**config.mk**
```make
export PLATFORM = sky130hd
export DESIGN_NAME = regfile_wb_stage
export DESIGN_NICKNAME = d
export VERILOG_FILES = /design/src/rtl/regfile_wb_stage.sv
export SDC_FILE = /design/constraint.sdc
export NUM_CORES = 1
export LEC_CHECK = 0
export CAP_MARGIN = 20
export CORE_MARGIN = 3
export CORE_UTILIZATION = 35
export CTS_CLUSTER_DIAMETER = 40
export DETAILED_ROUTE_END_ITERATION = 7
export GPL_TIMING_DRIVEN = 0
export PLACE_DENSITY = 0.77
export SKIP_CTS_REPAIR_TIMING = 1
export SKIP_LAST_GASP = 1
export SLEW_MARGIN = 40
export SYNTH_ARGS = -nofsm -noshare
export SYNTH_HDL_FRONTEND = slang
export SYNTH_SLANG_ARGS = --single-unit
```
**constraint.sdc**
```tcl
create_clock -name clk -period 2.21 [get_ports clk]
set_input_delay 0.663 -clock clk [delete_from_list [all_inputs] [get_ports clk]]
set_output_delay 0.663 -clock clk [all_outputs]
set_load 0.05 [all_outputs]
```
**src/rtl/regfile_wb_stage.sv**
```systemverilog
// Write-back stage for the 32 x 64 register file: one registered request per cycle,
// one-hot write enables, read-port bypass and a saturating retired-write count.
module regfile_wb_stage #(
  parameter  int WIDTH    = 64,
  parameter  int NREGS    = 32,
  parameter  int ZERO_REG = 31,
  parameter  int CNT_W    = 16,
  localparam int RD_W     = $clog2(NREGS)
) (
  input  logic             clk,
  input  logic             reset,
  input  logic             stall,
  input  logic             flush,
  input  logic             wb_valid,
  input  logic             wb_reg_write,
  input  logic [RD_W-1:0]  wb_rd,
  input  logic [WIDTH-1:0] wb_data,
  output logic [NREGS-1:0] write_en,
  output logic [WIDTH-1:0] write_data,
  input  logic [RD_W-1:0]  byp_rd1,
  input  logic [RD_W-1:0]  byp_rd2,
  output logic             byp_hit1,
  output logic             byp_hit2,
  output logic [WIDTH-1:0] byp_data,
  output logic [CNT_W-1:0] retired_cnt
);

  localparam logic [RD_W-1:0] ZERO_IDX = RD_W'(ZERO_REG);

  logic             vld_p1;
  logic             rw_p1;
  logic [RD_W-1:0]  rd_p1;
  logic [WIDTH-1:0] data_p1;
  logic             fired_p1;
  logic [CNT_W-1:0] cnt_p1;
  logic             pend_p1;
  logic             fire_p1;

  function automatic logic [CNT_W-1:0] sat_inc(input logic [CNT_W-1:0] c);
    return (&c) ? c : c + CNT_W'(1);
  endfunction

  // Stage p1: captured write-back request; a held entry writes only once.
  always_ff @(posedge clk) begin
    if (reset) begin
      vld_p1   <= 1'b0;
      rw_p1    <= 1'b0;
      rd_p1    <= '0;
      data_p1  <= '0;
      fired_p1 <= 1'b0;
      cnt_p1   <= '0;
    end else begin
      if (flush) begin
        vld_p1   <= 1'b0;
        fired_p1 <= 1'b0;
      end else if (stall) begin
        if (fire_p1) fired_p1 <= 1'b1;
      end else begin
        vld_p1   <= wb_valid;
        rw_p1    <= wb_reg_write;
        rd_p1    <= wb_rd;
        data_p1  <= wb_data;
        fired_p1 <= 1'b0;
      end
      if (fire_p1) cnt_p1 <= sat_inc(cnt_p1);
    end
  end

  assign pend_p1 = vld_p1 & rw_p1 & (rd_p1 != ZERO_IDX);
  assign fire_p1 = pend_p1 & ~fired_p1;

  always_comb begin
    write_en = '0;
    if (fire_p1) write_en[rd_p1] = 1'b1;
  end

  // Bypass reports the pending value even after it was written, until replaced.
  assign byp_hit1    = pend_p1 & (rd_p1 == byp_rd1);
  assign byp_hit2    = pend_p1 & (rd_p1 == byp_rd2);
  assign byp_data    = data_p1;
  assign write_data  = data_p1;
  assign retired_cnt = cnt_p1;

endmodule

```
==> impl_metrics.ini, run 1 <==
[clocking]
insertion_delay_ns = 0.33
clkSinkCount = 88
clk_pin_slew_worst_paths_ns = 0.06
htree_levels = 3
cts_tree = built
cts_root_buffer = clkbuf_16
clock_path_buffers = 2
cts_buffers = 9

[global_routing]
antenna_found_initial = 1
grt_usage = 0.2132
grt_pass1_vias = 4660
grt_max_degree = 15
overflow = 0
grt_pass1_wl_mm = 22.69

[place]
dp_cells = 949
gp_congestion = 0.8829
dpl.hpwl_mm = 11.68
port_buffers = 260
pre_cts_slack_ns = -0.9965

[layout]
multi_input_area_um2 = 2117
layout.cells.most_common_list = nand2_1 (146), dlymetal6s2s_1 (134), clkdlybuf4s50_1 (89)
ff_latch_area_um2 = 1788
synthToLayoutAreaGrowth_pct = 100.4
finalNonFillerCells = 995
layout_commonest_cell = nand2_1
nFillCells = 815
fin_nets = 932
drive_gt1_frac = 0.2820

[pwr]
ir_worst_vdd_mv = 0.3223
p_per_area_nw_per_um2 = 524.8
p_leak_nw = 5.304

[logic_synthesis]
ys_types = 40
yosysTopAreaCell = dfxtp_1
synth_area_um2 = 4189
synthXorXnorAreaFrac = 0.02091
yosysSeqAreaShare = 0.4205
syn_inst = 546
yosys_warnings = 0
yosysTopAreaCellShare = 0.4205
ys_ff_latch = 88
syn_nets = 632
synth_compound_area_frac = 0.1293
synth_top_family_by_area = simple AND/OR/NAND/NOR gates
synth.area.mux_share = 0.01045
yosys.area_share.simple = 0.2551
yosys-top-cells-area = dfxtp_1 (42%), nand2_1 (13%), buf_4 (12%), a21oi_1 (9.9%), nor2_1 (3.2%)
synth_area_per_cell_um2 = 7.672
synthAdderAreaFrac = 0.002987

[worst_setup_path]
end_kind = output port
required_ns = 1.55
crit_chain = and3b_1 -> clkbuf_8 -> or3b_4 -> buf_12 -> nor2_4 -> buf_8
worstPathArrival_ns = 1.80
max_stage_delay_ns = 0.38
worst_path_max_delay_cell = or3b_4
path_max_fanout = 8
start_kind = register
critPathKind = register to output port

[timing]
fin_hold_ws_ns = 0.4716
finalSetupViolations = 29
fin_ws_ns = -0.2512
finalHoldViolCount = 0
timing.slew.headroom = 0.5336
maxSlewViolCount = 0
fmax_mhz = 406.3
clock_skew_ns = 0.005712
period_share = 1.114
worstMarginPinSlew_ns = 0.6965
rsz0062_at_grt = yes
period_minus_slack_ns = 2.461

[floorplanning]
initial_core_util = 0.3622
ios = 263
dieWidth_um = 115.4
die_y_um = 115.4
rows = 39
core_um2 = 11560
die_area_um2 = 13320

[detailed_routing]
wl_per_cell_um = 16.52
postRouteWirelength_mm = 16.44
dr.pass1.iters = 4
drtIter0Drc = 204
via_per_inst = 4.906
postRouteAntennaNets = 0
drc = 0
num_vias = 4881

[run_status]
status = finished, violations left
violations = setup timing

[flow_run]
drv_cap = 0

[min_path]
hold_class = register to register
-- sequential cells by signal (all words and copies together) (netlist names) --
signal / count
rw_p1: 1
fired_p1: 1
byp_data: 64
rd_p1: 5
vld_p1: 1
retired_cnt: 16
-- worst paths after layout --
| check | cells after the start | slack [ns] | startpoint | endpoint |
|---|---|---|---|---|
| worst min register to register | 2 | 0.47 | byp_data[62] | byp_data[62] |
| worst min-delay path | 2 | 0.47 | byp_data[62] | byp_data[62] |
| worst max-delay path | 6 | -0.25 | rw_p1 | write_en[12] |
| worst max register to register | 4 | 0.13 | retired_cnt[5] | retired_cnt[15] |
-- metrics by stage --
| stage | utilization | total power [mW] | area (um2) | setup TNS [ns] |
|---|---|---|---|---|
| floorplan | - | 2.337 | 4322 | -1.227 |
| global placement | 0.6142 | 2.738 | 7103 | -30.41 |
| detailed placement | 0.6142 | 2.753 | 7103 | -34.67 |
| CTS | 0.6430 | 4.402 | 7436 | -36.96 |
| global route | 0.7260 | 4.555 | 8396 | -5.827 |
| finish | 0.7260 | 4.406 | 8396 | -3.833 |
-- cell usage after synthesis (all sizes together) --
master        count
mux2              3
xnor2             6
dlymetal6s2s      1
clkbuf           32
ha                1
mux2i             1
xor2              4
nand3             8
or3b              4
nor2b             4
nor4              6
nand2           148
o2111ai           1
nor3              1
and2              1
buf              67
or3               3
or2               1
o211ai            3
conb              1
and3b             1
inv               4
a21oi            83
o31ai            10
nor4b             1
nand4             5
dfxtp            88
o21ai             4
and4              1
nor2             36
or4              12
nand3b            5
-- layer usage --
metal / up-vias / part of all wire / GRT usage
met5: - / 0 / 0
met3: 23 / 0.055 / 0.03842
met4: 0 / 0.020 / 0.07121
met1: 2326 / 0.37 / 0.2586
li1: 2340 / - / -
met2: 192 / 0.55 / 0.3796
-- final cells by class --
type | instances | share of cell area
Sequential cell | 88 | 0.2130
Timing Repair Buffer | 291 | 0.3891
Inverter | 4 | 0.001788
Clock buffer | 12 | 0.03055
Clock inverter | 4 | 0.009091
Antenna cell | 1 | 0.0002981
Buffer | 98 | 0.08271
Tap cell | 143 | 0.02131
Multi-Input combinational cell | 354 | 0.2522
-- cells by family after synthesis --
| family | count (synthesis) |
|---|---|
| adder cells (fa/ha/maj) | 1 |
| other | 1 |
| XOR/XNOR | 10 |
| buffers and inverters | 104 |
| AO/OA/AOI/OAI | 101 |
| multiplexers | 4 |
| flip-flops | 88 |
| AND/OR/NAND/NOR | 237 |
-- worst max-delay path: cells and delay by family (launching register included) --
family | cells | cell delay, ns
buffers and inverters | 3 | 0.47
and+or+nand+nor | 3 | 0.66
DFF | 1 | 0.35
-- power by group --
group          switching (mW)  total [mW]  internal [mW]
Combinational           0.614        1.05          0.434
Sequential             0.0597        1.70           1.64
Clock                   0.600        1.65           1.05
(Power assumes the default switching activity.)
==> run 2, diff against run 1 <==
CAP_MARGIN = 30   (was 20)
CELL_PAD_IN_SITES_DETAIL_PLACEMENT = 0   (was default)
CELL_PAD_IN_SITES_GLOBAL_PLACEMENT = 2   (was default)
CORE_UTILIZATION = 19   (was 35)
PLACE_DENSITY = default   (was 0.77)
PLACE_DENSITY_LB_ADDON = 0.1   (was default)
==> run 2 against run 1 <==
  * The run still ends with setup timing left
  * Worst hold slack improved by 0.0033 ns
  * Critical path depth unchanged
  * Sequential share of layout area decreased by 0.072 points
  * Fmax decreased by 0.93%
  * Setup slack got worse by 0.023 ns
  * Critical endpoint is now byp_hit1
  * Sequential power about the same
  * Global-route usage decreased by 7.8 points
  * Register-to-register slack got worse by 0.02 ns
  * Clock skew increased by 0.0075 ns
  * Highest routed layer unchanged
  * Total power decreased by 2.9%
  * Sequential cell count unchanged
==> impl_metrics.ini, run 2 (synthesis gave the netlist of run 1 again) <==
[run_status]
status = finished, violations left
violations = setup timing

[detailed_routing]
postRouteWirelength_mm = 16.98
num_vias = 4638
dr.pass1.iters = 4
wl_per_cell_um = 15.20
drtIter0Drc = 175
via_per_inst = 4.152
drc = 0
postRouteAntennaNets = 0

[floorplanning]
dieWidth_um = 154.5
die_area_um2 = 23870
ios = 263
die_y_um = 154.5
core_um2 = 21350
initial_core_util = 0.1962
rows = 53

[pwr]
ir_worst_vdd_mv = 0.3274
p_leak_nw = 5.459
p_total_mw = 4.279
p_per_area_nw_per_um2 = 510.9

[layout]
drive_gt1_frac = 0.2458
synthToLayoutAreaGrowth_pct = 99.97
layout_commonest_cell = dlymetal6s2s_1
layout.cells.most_common_list = dlymetal6s2s_1 (152), nand2_1 (147), a21oi_1 (83), buf_4 (83), dfxtp_1 (77)
fin_nets = 923
largest_register_ff_count = 64
n_antenna_cell = 0

[timing]
period_share = 1.124
finalHoldViolCount = 0
maxSlewViolCount = 0
tns_ns = -4.345
fmax_mhz = 402.5
finalSetupViolations = 33
worstMarginPinSlew_ns = 0.7659
clock_skew_ns = 0.01319
fin_hold_ws_ns = 0.4749
fin_ws_ns = -0.2743
timing.slew.headroom = 0.4889
period_minus_slack_ns = 2.484
rsz0062_at_grt = yes

[place]
gp_congestion = 0.7507
port_buffers = 260
pre_cts_slack_ns = -1.063
dpl.hpwl_mm = 12.87

[min_path]
hold_class = register to register

[global_routing]
grt_max_degree = 16
antenna_found_initial = 0
overflow = 0
grt_pass1_wl_mm = 25.47
grt_pass1_vias = 4538
grt_usage = 0.1348

[worst_setup_path]
reg2reg_from = retired_cnt[5]
start_kind = register
crit_start = rd_p1[2]
critPathKind = register to output port
crit_path_end = byp_hit1
end_kind = output port
required_ns = 1.55
path_max_fanout = 8
reg2reg_to = retired_cnt[15]
r2r_slack_ns = 0.11
reg2regPathDepth = 4
worstPathArrival_ns = 1.82

[clocking]
clkSinkCount = 88
cts_root_buffer = clkbuf_16
htree_levels = 3
clk_pin_slew_worst_paths_ns = 0.07
cts_tree = built
clock_path_buffers = 2
cts_buffers = 9
insertion_delay_ns = 0.35

[flow_run]
drv_cap = 0
## run 2: cell types whose count changed in the layout (fill, tap and decap cells not counted), moves of 5 or more
cell and change:
clkbuf_2 -11, clkdlybuf4s50_1 -13, dlymetal6s2s_1 +18, xnor2_1 +5, xnor2_2 -5
## run 2: report_power, final
part / switching [mW] / internal (mW) / total, mW / leakage (nW)
Combinational: 0.605 / 0.432 / 1.04 / 4.59
Sequential: 0.0551 / 1.64 / 1.70 / 0.723
Clock: 0.709 / 0.834 / 1.54 / 0.143
## run 2: worst min-delay path by stage
stage / from / endpoint / slack, ns / depth (start not counted)
4_1_cts: byp_data[14] / byp_data[14] / 0.48 / 2
3_5_place_dp: byp_data[14] / byp_data[14] / 0.47 / 2
6_report: byp_data[14] / byp_data[14] / 0.47 / 2
3_3_place_gp: byp_data[3] / byp_data[3] / 0.46 / 2
5_1_grt: byp_data[57] / byp_data[57] / 0.50 / 2
2_1_floorplan: rw_p1 / rw_p1 / 0.45 / 2
## run 2: cell type report
cell class | count | area [um2]
timing repair buffer | 283 | 3242
sequential | 88 | 1778
buffer | 97 | 683.2
inverter | 4 | 15.01
clock inverter | 5 | 38.79
clock buffer | 11 | 252.7
multi-input combinational | 354 | 2023
fill | 2141 | 12980
tap | 275 | 344.1
## run 2: worst max-delay path, stage by stage (launching register included)
cell	delay [ns]
dfxtp_4	0.35
nand3_2	0.19
o211ai_1	0.12
buf_4	0.17
buf_4	0.14
nor4_4	0.30
buf_6	0.21
## run 2: layer usage
layer / global-route usage / share of wire / vias to the layer above
met1: 0.1663 / 0.43 / 2128
met5: 0 / 0 / -
met2: 0.2294 / 0.49 / 165
li1: - / - / 2330
met4: 0.04458 / 0.014 / 0
met3: 0.03414 / 0.072 / 15
## run 2: per-stage QoR
stage | area, um2 | utilization | std cells
finish | 8377 | 0.3923 | 1117
global route | 8377 | 0.3923 | 1117
CTS | 7560 | 0.3540 | 1097
detailed placement | 7268 | 0.3404 | 1081
global placement | 7268 | 0.3404 | 1081
floorplan | 4322 | - | 546
